==> config.mk <==
export PLATFORM = sky130hd
export DESIGN_NAME = exec_muldiv_arbiter_flat
export DESIGN_NICKNAME = d
export VERILOG_FILES = /design/src/rtl/exec_muldiv_arbiter_if.sv /design/src/rtl/exec_muldiv_arbiter.sv /design/src/flat_wrapper.sv
export SDC_FILE = /design/constraint.sdc
export NUM_CORES = 1
export LEC_CHECK = 0
export BUFFER_PORTS_ARGS = -buffer_cell sky130_fd_sc_hd__buf_2
export CORE_AREA = 2 2 148 150
export CTS_BUF_LIST = sky130_fd_sc_hd__clkbuf_16
export CTS_CLUSTER_SIZE = 20
export DETAILED_ROUTE_END_ITERATION = 8
export DIE_AREA = 0 0 150 152
export PLACE_DENSITY = 0.61
export SYNTH_ARGS = -nofsm -noshare
export SYNTH_HDL_FRONTEND = slang
export SYNTH_SLANG_ARGS = --single-unit
==> constraint.sdc <==
create_clock -name clk -period 2.6 [get_ports clk]
set_clock_uncertainty 0.15 [all_clocks]
set_input_delay 0.26 -clock clk [delete_from_list [all_inputs] [get_ports clk]]
set_output_delay 0.26 -clock clk [all_outputs]
set_load 0.03 [all_outputs]
==> src/rtl/exec_muldiv_arbiter_if.sv <==
// exec_muldiv_arbiter_if
// Bundles the lane request side, the shared unit handshake and the per-lane
// result/stall outputs of the mul/div arbiter.
//   lane inputs  : controlInReqN, controlInOpN, dataInRmN, dataInRnN (N = 1, 2)
//   unit side    : controlOutUnitStart/Op, dataOutUnitA/B, controlInUnitDone,
//                  dataInUnitResult
//   lane outputs : dataOutResN, controlOutResValidN, controlOutStall,
//                  controlOutTimeout
// slave modport is the arbiter; master modport is whoever drives the lanes
// and emulates the unit.
interface exec_muldiv_arbiter_if #(
    parameter int DATA_W = 40,
    parameter int OP_W   = 5
);
    logic              controlInReq1;
    logic [OP_W-1:0]   controlInOp1;
    logic [DATA_W-1:0] dataInRm1;
    logic [DATA_W-1:0] dataInRn1;
    logic              controlInReq2;
    logic [OP_W-1:0]   controlInOp2;
    logic [DATA_W-1:0] dataInRm2;
    logic [DATA_W-1:0] dataInRn2;

    logic              controlOutUnitStart;
    logic [OP_W-1:0]   controlOutUnitOp;
    logic [DATA_W-1:0] dataOutUnitA;
    logic [DATA_W-1:0] dataOutUnitB;
    logic              controlInUnitDone;
    logic [DATA_W-1:0] dataInUnitResult;

    logic [DATA_W-1:0] dataOutRes1;
    logic [DATA_W-1:0] dataOutRes2;
    logic              controlOutResValid1;
    logic              controlOutResValid2;
    logic              controlOutStall;
    logic              controlOutTimeout;

    modport slave (
        input  controlInReq1, controlInOp1, dataInRm1, dataInRn1,
        input  controlInReq2, controlInOp2, dataInRm2, dataInRn2,
        input  controlInUnitDone, dataInUnitResult,
        output controlOutUnitStart, controlOutUnitOp, dataOutUnitA, dataOutUnitB,
        output dataOutRes1, dataOutRes2, controlOutResValid1, controlOutResValid2,
        output controlOutStall, controlOutTimeout
    );

    modport master (
        output controlInReq1, controlInOp1, dataInRm1, dataInRn1,
        output controlInReq2, controlInOp2, dataInRm2, dataInRn2,
        output controlInUnitDone, dataInUnitResult,
        input  controlOutUnitStart, controlOutUnitOp, dataOutUnitA, dataOutUnitB,
        input  dataOutRes1, dataOutRes2, controlOutResValid1, controlOutResValid2,
        input  controlOutStall, controlOutTimeout
    );
endinterface

==> src/rtl/exec_muldiv_arbiter.sv <==
// exec_muldiv_arbiter
// Shares one multi-cycle multiply/divide unit between execute lanes 1 and 2.
// Grants round-robin, latches the granted lane's operands, runs the
// start/done handshake under a watchdog and routes the result back to the
// lane. Stalls the execute stage while any long-latency op is outstanding.
// Ports:
//   clk, rst : clock, synchronous active-high reset
//   bus      : exec_muldiv_arbiter_if.slave (lane requests, unit handshake,
//              per-lane results, stall and timeout)
//
// state  | meaning
// IDLE   | look at unserved requests, grant one lane, latch its operands
// ISSUE  | start pulse on the unit, arm the watchdog
// WAIT   | wait for unit done or watchdog expiry, capture result
// RETURN | result valid pulse to granted lane, mark lane served
module exec_muldiv_arbiter #(
    parameter int DATA_W  = 40,
    parameter int OP_W    = 5,
    parameter int TIMEOUT = 64
) (
    input  logic                 clk,
    input  logic                 rst,
    exec_muldiv_arbiter_if.slave bus
);
    localparam int WD_W = $clog2(TIMEOUT + 1);

    typedef enum logic [1:0] {IDLE, ISSUE, WAIT, RETURN} stateType;

    stateType          state;
    logic              grantLane2;
    logic [1:0]        served;
    logic              prioLane2;
    logic [WD_W-1:0]   watchdog;
    logic [OP_W-1:0]   opLatch;
    logic [DATA_W-1:0] aLatch;
    logic [DATA_W-1:0] bLatch;
    logic              unitStart;
    logic [DATA_W-1:0] res1;
    logic [DATA_W-1:0] res2;
    logic              resValid1;
    logic              resValid2;
    logic              timeoutPulse;

    logic [1:0]        pending;
    logic              pickLane2;

    // A lane that was already served keeps its req high until the pipeline
    // advances; masking it here stops the same op being issued twice.
    assign pending = {bus.controlInReq2, bus.controlInReq1} & ~served;

    always_comb begin
        pickLane2 = 1'b0;
        if (pending == 2'b10) begin
            pickLane2 = 1'b1;
        end else if (pending == 2'b11) begin
            pickLane2 = prioLane2;
        end
    end

    // Combinational so the pipeline freezes in the same cycle a request shows up.
    assign bus.controlOutStall     = (state != IDLE) | (|pending);
    assign bus.controlOutUnitStart = unitStart;
    assign bus.controlOutUnitOp    = opLatch;
    assign bus.dataOutUnitA        = aLatch;
    assign bus.dataOutUnitB        = bLatch;
    assign bus.dataOutRes1         = res1;
    assign bus.dataOutRes2         = res2;
    assign bus.controlOutResValid1 = resValid1;
    assign bus.controlOutResValid2 = resValid2;
    assign bus.controlOutTimeout   = timeoutPulse;

    always_ff @(posedge clk) begin
        if (rst) begin
            state        <= IDLE;
            grantLane2   <= 1'b0;
            served       <= 2'b00;
            prioLane2    <= 1'b0;
            watchdog     <= '0;
            opLatch      <= '0;
            aLatch       <= '0;
            bLatch       <= '0;
            unitStart    <= 1'b0;
            res1         <= '0;
            res2         <= '0;
            resValid1    <= 1'b0;
            resValid2    <= 1'b0;
            timeoutPulse <= 1'b0;
        end else begin
            unitStart    <= 1'b0;
            resValid1    <= 1'b0;
            resValid2    <= 1'b0;
            timeoutPulse <= 1'b0;

            case (state)
                IDLE: begin
                    if (|pending) begin
                        grantLane2 <= pickLane2;
                        if (&pending) begin
                            prioLane2 <= ~prioLane2;
                        end
                        opLatch   <= pickLane2 ? bus.controlInOp2 : bus.controlInOp1;
                        aLatch    <= pickLane2 ? bus.dataInRm2    : bus.dataInRm1;
                        bLatch    <= pickLane2 ? bus.dataInRn2    : bus.dataInRn1;
                        unitStart <= 1'b1;
                        state     <= ISSUE;
                    end else begin
                        served <= 2'b00;
                    end
                end

                ISSUE: begin
                    watchdog <= WD_W'(TIMEOUT);
                    state    <= WAIT;
                end

                // Result and valid are registered on leaving WAIT so that the
                // valid pulse lines up with the RETURN cycle.
                WAIT: begin
                    watchdog <= watchdog - 1'b1;
                    if (bus.controlInUnitDone) begin
                        if (grantLane2) begin
                            res2      <= bus.dataInUnitResult;
                            resValid2 <= 1'b1;
                        end else begin
                            res1      <= bus.dataInUnitResult;
                            resValid1 <= 1'b1;
                        end
                        state <= RETURN;
                    end else if (watchdog == WD_W'(1)) begin
                        if (grantLane2) begin
                            res2      <= '0;
                            resValid2 <= 1'b1;
                        end else begin
                            res1      <= '0;
                            resValid1 <= 1'b1;
                        end
                        timeoutPulse <= 1'b1;
                        state        <= RETURN;
                    end
                end

                RETURN: begin
                    served[grantLane2] <= 1'b1;
                    state              <= IDLE;
                end

                default: state <= IDLE;
            endcase
        end
    end
endmodule

==> src/flat_wrapper.sv <==
// flat-port wrapper written by rule: the top's interface ports become plain ports
module exec_muldiv_arbiter_flat 
#(
    parameter int DATA_W  = 40,
    parameter int OP_W    = 5,
    parameter int TIMEOUT = 64
)
  (clk, rst, bus_controlInReq1, bus_controlInOp1, bus_dataInRm1, bus_dataInRn1, bus_controlInReq2, bus_controlInOp2, bus_dataInRm2, bus_dataInRn2, bus_controlInUnitDone, bus_dataInUnitResult, bus_controlOutUnitStart, bus_controlOutUnitOp, bus_dataOutUnitA, bus_dataOutUnitB, bus_dataOutRes1, bus_dataOutRes2, bus_controlOutResValid1, bus_controlOutResValid2, bus_controlOutStall, bus_controlOutTimeout);
  exec_muldiv_arbiter_if #(.DATA_W(DATA_W), .OP_W(OP_W)) bus_i ();
  input  logic clk;
  input  logic rst;
  input wire logic [$bits(bus_i.controlInReq1)-1:0] bus_controlInReq1;
  input wire logic [$bits(bus_i.controlInOp1)-1:0] bus_controlInOp1;
  input wire logic [$bits(bus_i.dataInRm1)-1:0] bus_dataInRm1;
  input wire logic [$bits(bus_i.dataInRn1)-1:0] bus_dataInRn1;
  input wire logic [$bits(bus_i.controlInReq2)-1:0] bus_controlInReq2;
  input wire logic [$bits(bus_i.controlInOp2)-1:0] bus_controlInOp2;
  input wire logic [$bits(bus_i.dataInRm2)-1:0] bus_dataInRm2;
  input wire logic [$bits(bus_i.dataInRn2)-1:0] bus_dataInRn2;
  input wire logic [$bits(bus_i.controlInUnitDone)-1:0] bus_controlInUnitDone;
  input wire logic [$bits(bus_i.dataInUnitResult)-1:0] bus_dataInUnitResult;
  output wire logic [$bits(bus_i.controlOutUnitStart)-1:0] bus_controlOutUnitStart;
  output wire logic [$bits(bus_i.controlOutUnitOp)-1:0] bus_controlOutUnitOp;
  output wire logic [$bits(bus_i.dataOutUnitA)-1:0] bus_dataOutUnitA;
  output wire logic [$bits(bus_i.dataOutUnitB)-1:0] bus_dataOutUnitB;
  output wire logic [$bits(bus_i.dataOutRes1)-1:0] bus_dataOutRes1;
  output wire logic [$bits(bus_i.dataOutRes2)-1:0] bus_dataOutRes2;
  output wire logic [$bits(bus_i.controlOutResValid1)-1:0] bus_controlOutResValid1;
  output wire logic [$bits(bus_i.controlOutResValid2)-1:0] bus_controlOutResValid2;
  output wire logic [$bits(bus_i.controlOutStall)-1:0] bus_controlOutStall;
  output wire logic [$bits(bus_i.controlOutTimeout)-1:0] bus_controlOutTimeout;
  assign bus_i.controlInReq1 = bus_controlInReq1;
  assign bus_i.controlInOp1 = bus_controlInOp1;
  assign bus_i.dataInRm1 = bus_dataInRm1;
  assign bus_i.dataInRn1 = bus_dataInRn1;
  assign bus_i.controlInReq2 = bus_controlInReq2;
  assign bus_i.controlInOp2 = bus_controlInOp2;
  assign bus_i.dataInRm2 = bus_dataInRm2;
  assign bus_i.dataInRn2 = bus_dataInRn2;
  assign bus_i.controlInUnitDone = bus_controlInUnitDone;
  assign bus_i.dataInUnitResult = bus_dataInUnitResult;
  assign bus_controlOutUnitStart = bus_i.controlOutUnitStart;
  assign bus_controlOutUnitOp = bus_i.controlOutUnitOp;
  assign bus_dataOutUnitA = bus_i.dataOutUnitA;
  assign bus_dataOutUnitB = bus_i.dataOutUnitB;
  assign bus_dataOutRes1 = bus_i.dataOutRes1;
  assign bus_dataOutRes2 = bus_i.dataOutRes2;
  assign bus_controlOutResValid1 = bus_i.controlOutResValid1;
  assign bus_controlOutResValid2 = bus_i.controlOutResValid2;
  assign bus_controlOutStall = bus_i.controlOutStall;
  assign bus_controlOutTimeout = bus_i.controlOutTimeout;
  exec_muldiv_arbiter #(.DATA_W(DATA_W), .OP_W(OP_W), .TIMEOUT(TIMEOUT)) u_core (.clk(clk), .rst(rst), .bus(bus_i));
endmodule
==> metrics.cfg, run 1 <==
[floorplanning]
chipWidth_um = 150
die-area_um2 = 22800
die_y_um = 152
start_util = 0.342
placeable_core_area_um2 = 21400
core.rowCount = 54
io_pins = 385

[pwr]
powerDensity_nw_per_um2 = 884
ir_drop_v = 0.000451
lkg_pwr_nw = 5.69
power.total_mw = 10.6

[global_route]
antenna_found_initial = 3
wire_length_of_the_first_global_routing_pass_um = 42600
maximum_number_of_pins_on_one_net_before_global_route_repair = 91
globalRouteOverflowTotal = 0
first_global_vias = 8174
groute.usage.overall = 0.234

[setup_path]
chain_of_cells_forming_the_critical_path = nand2b_4, o21ai_4, buf_12, mux2i_1, dlygate4sd3_1, a21oi_1
critPathTopFamily = buffers and inverters
path_max_fanout = 69
critPathBufInv = 2
max_stage_delay_ns = 0.62
setup.worst_path.class = reg -> reg
worst_setup_path_end_kind = register
cpMaxStageDelayCell = sky130_fd_sc_hd__dlygate4sd3_1
timing.reg2reg.worst_path_depth = 6
arrival_time_at_the_worst_endpoint_ns = 2.52
r2r_end = u_core.bus.dataOutUnitA[28]$_SDFFE_PP0P_
reg2reg_from = u_core.served[0]$_SDFFE_PP0P_
cp-start-kind = register
regToRegSetupSlack_ns = 0.25
crit_required_ns = 2.77

[synthesis]
synth.yosys.seq_area_share = 0.499
syn-mean-instance-area_um2 = 8.87
synth.top_cells.by_count = sky130_fd_sc_hd__dfxtp_1 (182), sky130_fd_sc_hd__a21oi_1 (168), sky130_fd_sc_hd__o21ai_0 (162)
synth.distinct_cells = 34
synth-edff-count = 0
dominantRegCellSynth = sky130_fd_sc_hd__dfxtp_1
synth.most_common_cell = sky130_fd_sc_hd__dfxtp_1
synthDominantCellAreaShare = 0.499
synth-async-reset-ratio = 0
syn-num-nets = 1045
synth.ff_latch_count = 182
ys_warn_count = 0
syn_area_um2 = 7310
synth.largest_area_cell = sky130_fd_sc_hd__dfxtp_1
yosys-top-cells-area = sky130_fd_sc_hd__dfxtp_1 (50%), sky130_fd_sc_hd__mux2i_1 (12%), sky130_fd_sc_hd__a21oi_1 (12%)
synth_cells = 824

[finish]
post_route_cells_drive_above_1_share = 0.327
final-instance-count-excl-fill = 1658
syn_to_final_growth_pct = 63.6
fillerInstances = 1883
layout_nets = 1584

[hold_path]
hold_end = u_core.bus.dataOutUnitA[25]$_SDFFE_PP0P_
min-delay-start = bus_dataInRm1[25]
hold_path_depth = 3
min_path_type = in -> reg

[detailed_routing]
detailedRoute.firstPassIterationCount = 5
vias_per_cell = 4.93
antenna_left = 0
drt-total-wl_um = 27400
drt-initial-drc-count = 433
route.detailed.wl_per_inst_um = 16.5
vias = 8171
drc = 0

[sta]
setup_tns_ns = 0
clock.fmax_mhz = 426
slew_viol_final = 0
report.final.hold_viol_count = 0
grt_setup_unrepaired = no
finalCriticalPeriod_ns = 2.35
max-slew-margin-rel = 0.423
min_period_over_period = 0.903
setup_viol_count_final = 0
timing_worst_slew_pin_value_ns = 0.866
setup_ws_ns = 0.253

[clocking]
clk_root_buffer_cell = sky130_fd_sc_hd__clkbuf_16
path_clk_slew_ns = 0.08
post_cts_buffers = 0
worstSkewPairLatency_ns = 0.42
cts_sinks = 182
cts_made_buffers = 17
clockBufferDepth = 2
cts_tree = yes
ctsHtreeMaxLevel = 4

[run]
maxCapViolations = 0

[placement]
place.detailed.hpwl_um = 17100
placement.io_buffers = 384
globalplace.congestion = 0.822
placed_cells = 1441
dpl_ws_ns = 0.547

[status]
run_status = finished clean

worst register-to-register path: cells and delay by family (launching register included):
family          cells  cell delay (ns)
buf+inv             2             1.03
flops               1             0.34
mux                 1             0.32
compound gates      2             0.23
simple gates        1             0.17
cell families after synthesis:
| family | count (synthesis) | synth area share |
|---|---|---|
| XOR/XNOR | 6 | 0.00719 |
| AO/OA/AOI/OAI | 345 | 0.244 |
| multiplexers | 88 | 0.121 |
| adder cells (fa/ha/maj) | 6 | 0.0103 |
| buffers and inverters | 80 | 0.0515 |
| flip-flops | 182 | 0.499 |
| AND/OR/NAND/NOR | 117 | 0.0683 |
power by group:
group	switching, mW	internal [mW]	total (mW)
sequential	0.313	3.38	3.69
clock	1.24	1.27	2.51
combinational	2.80	1.57	4.37
flip-flops by register name, summed over array words and instances, names as in the netlist:
register / cells
u_core.watchdog: 7
u_core.bus.controlOutUnitOp: 5
u_core.bus.controlOutTimeout: 1
u_core.bus.dataOutUnitA: 40
u_core.bus.controlOutResValid2: 1
u_core.bus.controlOutResValid1: 1
u_core.bus.dataOutRes2: 40
u_core.bus.controlOutUnitStart: 1
u_core.served: 2
u_core.grantLane2: 1
u_core.state: 2
u_core.bus.dataOutRes1: 40
u_core.prioLane2: 1
u_core.bus.dataOutUnitB: 40
how the worst max path moves through the flow:
stage	end	cells past startpoint	start
after floorplan	u_core.bus.dataOutUnitB[19]$_SDFFE_PP0P_	7	u_core.state[0]$_SDFFE_PP0P_
after global placement	u_core.bus.dataOutRes2[4]$_SDFFE_PP0P_	6	u_core.watchdog[1]$_SDFFE_PP0P_
after detailed placement	u_core.bus.dataOutUnitA[9]$_SDFFE_PP0P_	7	u_core.state[0]$_SDFFE_PP0P_
after CTS	u_core.bus.dataOutUnitA[28]$_SDFFE_PP0P_	6	u_core.served[0]$_SDFFE_PP0P_
after global routing	u_core.bus.dataOutUnitB[27]$_SDFFE_PP0P_	6	u_core.served[0]$_SDFFE_PP0P_
final	u_core.bus.dataOutUnitA[28]$_SDFFE_PP0P_	6	u_core.served[0]$_SDFFE_PP0P_
through the flow:
stage / util / hold slack, ns / cell area, um^2
detailed placement: 0.448 / 0.315 / 9560
global placement: 0.448 / 0.306 / 9560
floorplan: - / 0.246 / 7310
finish: 0.560 / 0.00768 / 12000
global route: 0.560 / 0.0157 / 12000
CTS: 0.560 / 0.00113 / 12000
repair_timing:
item	in CTS	in global routing
endpoints found under the hold margin	153	0
resized for setup	0	0
hold buffers	183	0
cells in the final DEF, fill, tap and decap left out, types with 4 or more instances in the layout:
| cell | n |
|---|---|
| sky130_fd_sc_hd__dlygate4sd3_1 | 183 |
| sky130_fd_sc_hd__inv_1 | 9 |
| sky130_fd_sc_hd__dfxtp_1 | 182 |
| sky130_fd_sc_hd__buf_12 | 9 |
| sky130_fd_sc_hd__mux2i_1 | 88 |
| sky130_fd_sc_hd__clkbuf_16 | 17 |
| sky130_fd_sc_hd__o21ai_1 | 6 |
| sky130_fd_sc_hd__o21ai_0 | 162 |
| sky130_fd_sc_hd__nor2_1 | 11 |
| sky130_fd_sc_hd__a21oi_1 | 168 |
| sky130_fd_sc_hd__buf_4 | 15 |
| sky130_fd_sc_hd__ha_1 | 6 |
| sky130_fd_sc_hd__nor3_1 | 4 |
| sky130_fd_sc_hd__nand2_1 | 86 |
| sky130_fd_sc_hd__buf_2 | 384 |
| sky130_fd_sc_hd__inv_8 | 5 |
final cells by class:
cell class                      instances  area (um^2)  area share
Tap cell                              280          350      0.0293
Sequential cell                       182         3640       0.305
Inverter                                9         33.8     0.00283
Antenna cell                            2         5.00    0.000419
Clock inverter                         15          140      0.0117
Timing Repair Buffer                  591         4050       0.338
Clock buffer                           17          425      0.0356
Multi-Input combinational cell        562         3310       0.277
per-layer routing:
| layer | share of wire | vias up | global-route usage | wire length (um) |
|---|---|---|---|---|
| li1 | - | 3973 | - | - |
| met1 | 0.38 | 3759 | 0.260 | 10500 |
| met2 | 0.50 | 367 | 0.406 | 13600 |
| met3 | 0.071 | 70 | 0.0628 | 1950 |
| met4 | 0.048 | 2 | 0.121 | 1320 |
| met5 | 0.00044 | - | 0 | 12 |
Note: power is estimated with default switching activity, not from simulation.
==> inputs of run 2 (changes only) <==
Clock period 2.6 ns to 2.85 ns, I/O delays scaled along.
==> run 2 against run 1 <==
Effect of this change:
- routed wire length is 9.9% lower
- worst setup slack improved by 0.32 ns
- critical path depth did not move
- first-iteration DRC count down 11%
- fmax rose by 3.0%
- die area unchanged
- register-to-register slack better by 0.32 ns
- via count fell by 7.6%
- cell area shrank 7.0%
- clock power is 8% lower
- non-clock buffer count down 82
- clock-buffer cell count unchanged
- critical path type unchanged
- critical endpoint is now u_core.bus.dataOutUnitA[30]$_SDFFE_PP0P_
==> metrics.cfg, run 2 (synthesized netlist as in run 1, its figures left out) <==
[finish]
mostFrequentLayoutCells = sky130_fd_sc_hd__buf_2 (384), sky130_fd_sc_hd__dfxtp_1 (182), sky130_fd_sc_hd__a21oi_1 (168)
fillerInstances = 1987
layout_nets = 1502
post_route_cells_drive_above_1_share = 0.338
layout_commonest_cell = sky130_fd_sc_hd__buf_2
multi_input_comb_area_um2 = 3310
final_core_util = 0.521
syn_to_final_growth_pct = 52.2
layout.area.seq_um2 = 3640
final-instance-count-excl-fill = 1576

[clocking]
post_cts_buffers = 0
worstSkewPairLatency_ns = 0.42
path_clk_slew_ns = 0.08
cts_made_buffers = 17
cts_tree = yes
ctsHtreeMaxLevel = 4
cts_sinks = 182
clockBufferDepth = 2
clk_root_buffer_cell = sky130_fd_sc_hd__clkbuf_16

[sta]
min_period_over_period = 0.799
setup_tns_ns = 0
report.final.hold_viol_count = 0
finalCriticalPeriod_ns = 2.28
grt_setup_unrepaired = no
timing_worst_slew_pin_value_ns = 0.921
setup_viol_count_final = 0
slew_viol_final = 0
max-slew-margin-rel = 0.386
clock.fmax_mhz = 439
worst_hold_slack_ns = 0.0109

[hold_path]
min-delay-start = bus_dataInRn1[2]
hold_path_depth = 3
hold_end = u_core.bus.dataOutUnitB[2]$_SDFFE_PP0P_
min_path_type = in -> reg

[detailed_routing]
drt-initial-drc-count = 387
drt-total-wl_um = 24700
vias = 7547
antenna_left = 0
detailedRoute.firstPassIterationCount = 5
route.detailed.wl_per_inst_um = 15.7
vias_per_cell = 4.79
drc = 0

[setup_path]
regToRegSetupSlack_ns = 0.57
reg2reg_from = u_core.served[0]$_SDFFE_PP0P_
r2r_end = u_core.bus.dataOutUnitA[30]$_SDFFE_PP0P_
chain_of_cells_forming_the_critical_path = nand2b_4, o21ai_4, buf_12, mux2i_1, dlygate4sd3_1, a21oi_1
worst_setup_path_end_kind = register
crit_required_ns = 3.01
cp-start-kind = register
max_stage_delay_ns = 0.57
arrival_time_at_the_worst_endpoint_ns = 2.43
timing.reg2reg.worst_path_depth = 6
setup.worst_path.class = reg -> reg
cpMaxStageDelayCell = sky130_fd_sc_hd__dlygate4sd3_1
path_max_fanout = 70

[pwr]
power.total_mw = 9.27
ir_drop_v = 0.000417
powerDensity_nw_per_um2 = 834
lkg_pwr_nw = 5.33

[floorplanning]
die-area_um2 = 22800
placeable_core_area_um2 = 21400
chipWidth_um = 150
io_pins = 385
start_util = 0.342
core.rowCount = 54
die_y_um = 152

[global_route]
maximum_number_of_pins_on_one_net_before_global_route_repair = 95
antenna_found_initial = 4
use_met1 = 0.256
groute.usage.overall = 0.211
globalRoute.busiestLayer = met2
globalRouteOverflowTotal = 0
first_global_vias = 7302
wire_length_of_the_first_global_routing_pass_um = 38300
globalRouteMet3Util = 0.0456
grt_util_met2 = 0.357

[placement]
placed_cells = 1429
place.detailed.hpwl_um = 16600
placement.io_buffers = 384
globalplace.congestion = 0.831

[run]
maxCapViolations = 0

[status]
run_status = finished clean

## run 2: cell types whose count changed in the layout (fill, tap and decap cells not counted), sizes merged
| cell | before | now |
|---|---|---|
| buf | 408 | 396 |
| bufinv | 0 | 1 |
| clkinv | 5 | 2 |
| clkinvlp | 2 | 1 |
| diode | 2 | 3 |
| dlygate4sd3 | 183 | 113 |
| inv | 17 | 19 |
## run 2: per-layer routing
metal  part of all wire  wire (um)
met5                  0          0
met4              0.034        851
met3              0.066       1630
met2               0.49      12000
met1               0.41      10200
## run 2: how the worst max path moves through the flow
stage	startpoint	end	cells after the start
floorplan	u_core.state[0]$_SDFFE_PP0P_	u_core.bus.dataOutUnitB[19]$_SDFFE_PP0P_	7
global placement	u_core.state[0]$_SDFFE_PP0P_	u_core.bus.dataOutRes1[16]$_SDFFE_PP0P_	7
detailed placement	u_core.state[0]$_SDFFE_PP0P_	u_core.bus.dataOutRes1[24]$_SDFFE_PP0P_	7
CTS	u_core.served[0]$_SDFFE_PP0P_	u_core.bus.dataOutUnitA[17]$_SDFFE_PP0P_	6
global route	u_core.served[0]$_SDFFE_PP0P_	u_core.bus.dataOutUnitA[30]$_SDFFE_PP0P_	6
finish	u_core.served[0]$_SDFFE_PP0P_	u_core.bus.dataOutUnitA[30]$_SDFFE_PP0P_	6
## run 2: worst max-delay path: cells and delay by family, from the launching register on
family	cells	cell delay [ns]
AO/OA/AOI/OAI	2	0.22
multiplexers	1	0.26
flip-flops	1	0.34
AND/OR/NAND/NOR	1	0.17
buffers and inverters	2	0.92
## run 2: power breakdown
group	internal (mW)	switching, mW	leakage (nW)	total [mW]
clock	1.23	1.09	0.282	2.32
combinational	1.17	2.42	3.55	3.60
sequential	3.08	0.271	1.49	3.35
## run 2: final cells by class
| cell class | count | area share |
|---|---|---|
| flip-flops and latches | 182 | 0.328 |
| multi-input cells | 562 | 0.298 |
| repair buffers | 509 | 0.288 |
| clock buffers | 17 | 0.0383 |
| well taps | 280 | 0.0315 |
| clock inverters | 14 | 0.0127 |
| inverters | 9 | 0.00304 |
| diodes | 3 | 0.000675 |
## run 2: what timing repair did
| item | in CTS | in global routing |
|---|---|---|
| endpoints found under the setup margin | 0 | 0 |
| resized for setup | 0 | 0 |
| endpoints found under the hold margin | 123 | 1 |
| hold buffers | 112 | 1 |
## run 2: metrics by stage
stage          worst slack [ns]  instance area, um^2
2_1_floorplan              1.14                 7310
3_3_place_gp              0.979                 9420
3_5_place_dp              0.875                 9420
4_1_cts                   0.610                11100
5_1_grt                   0.438                11100
6_report                  0.572                11100
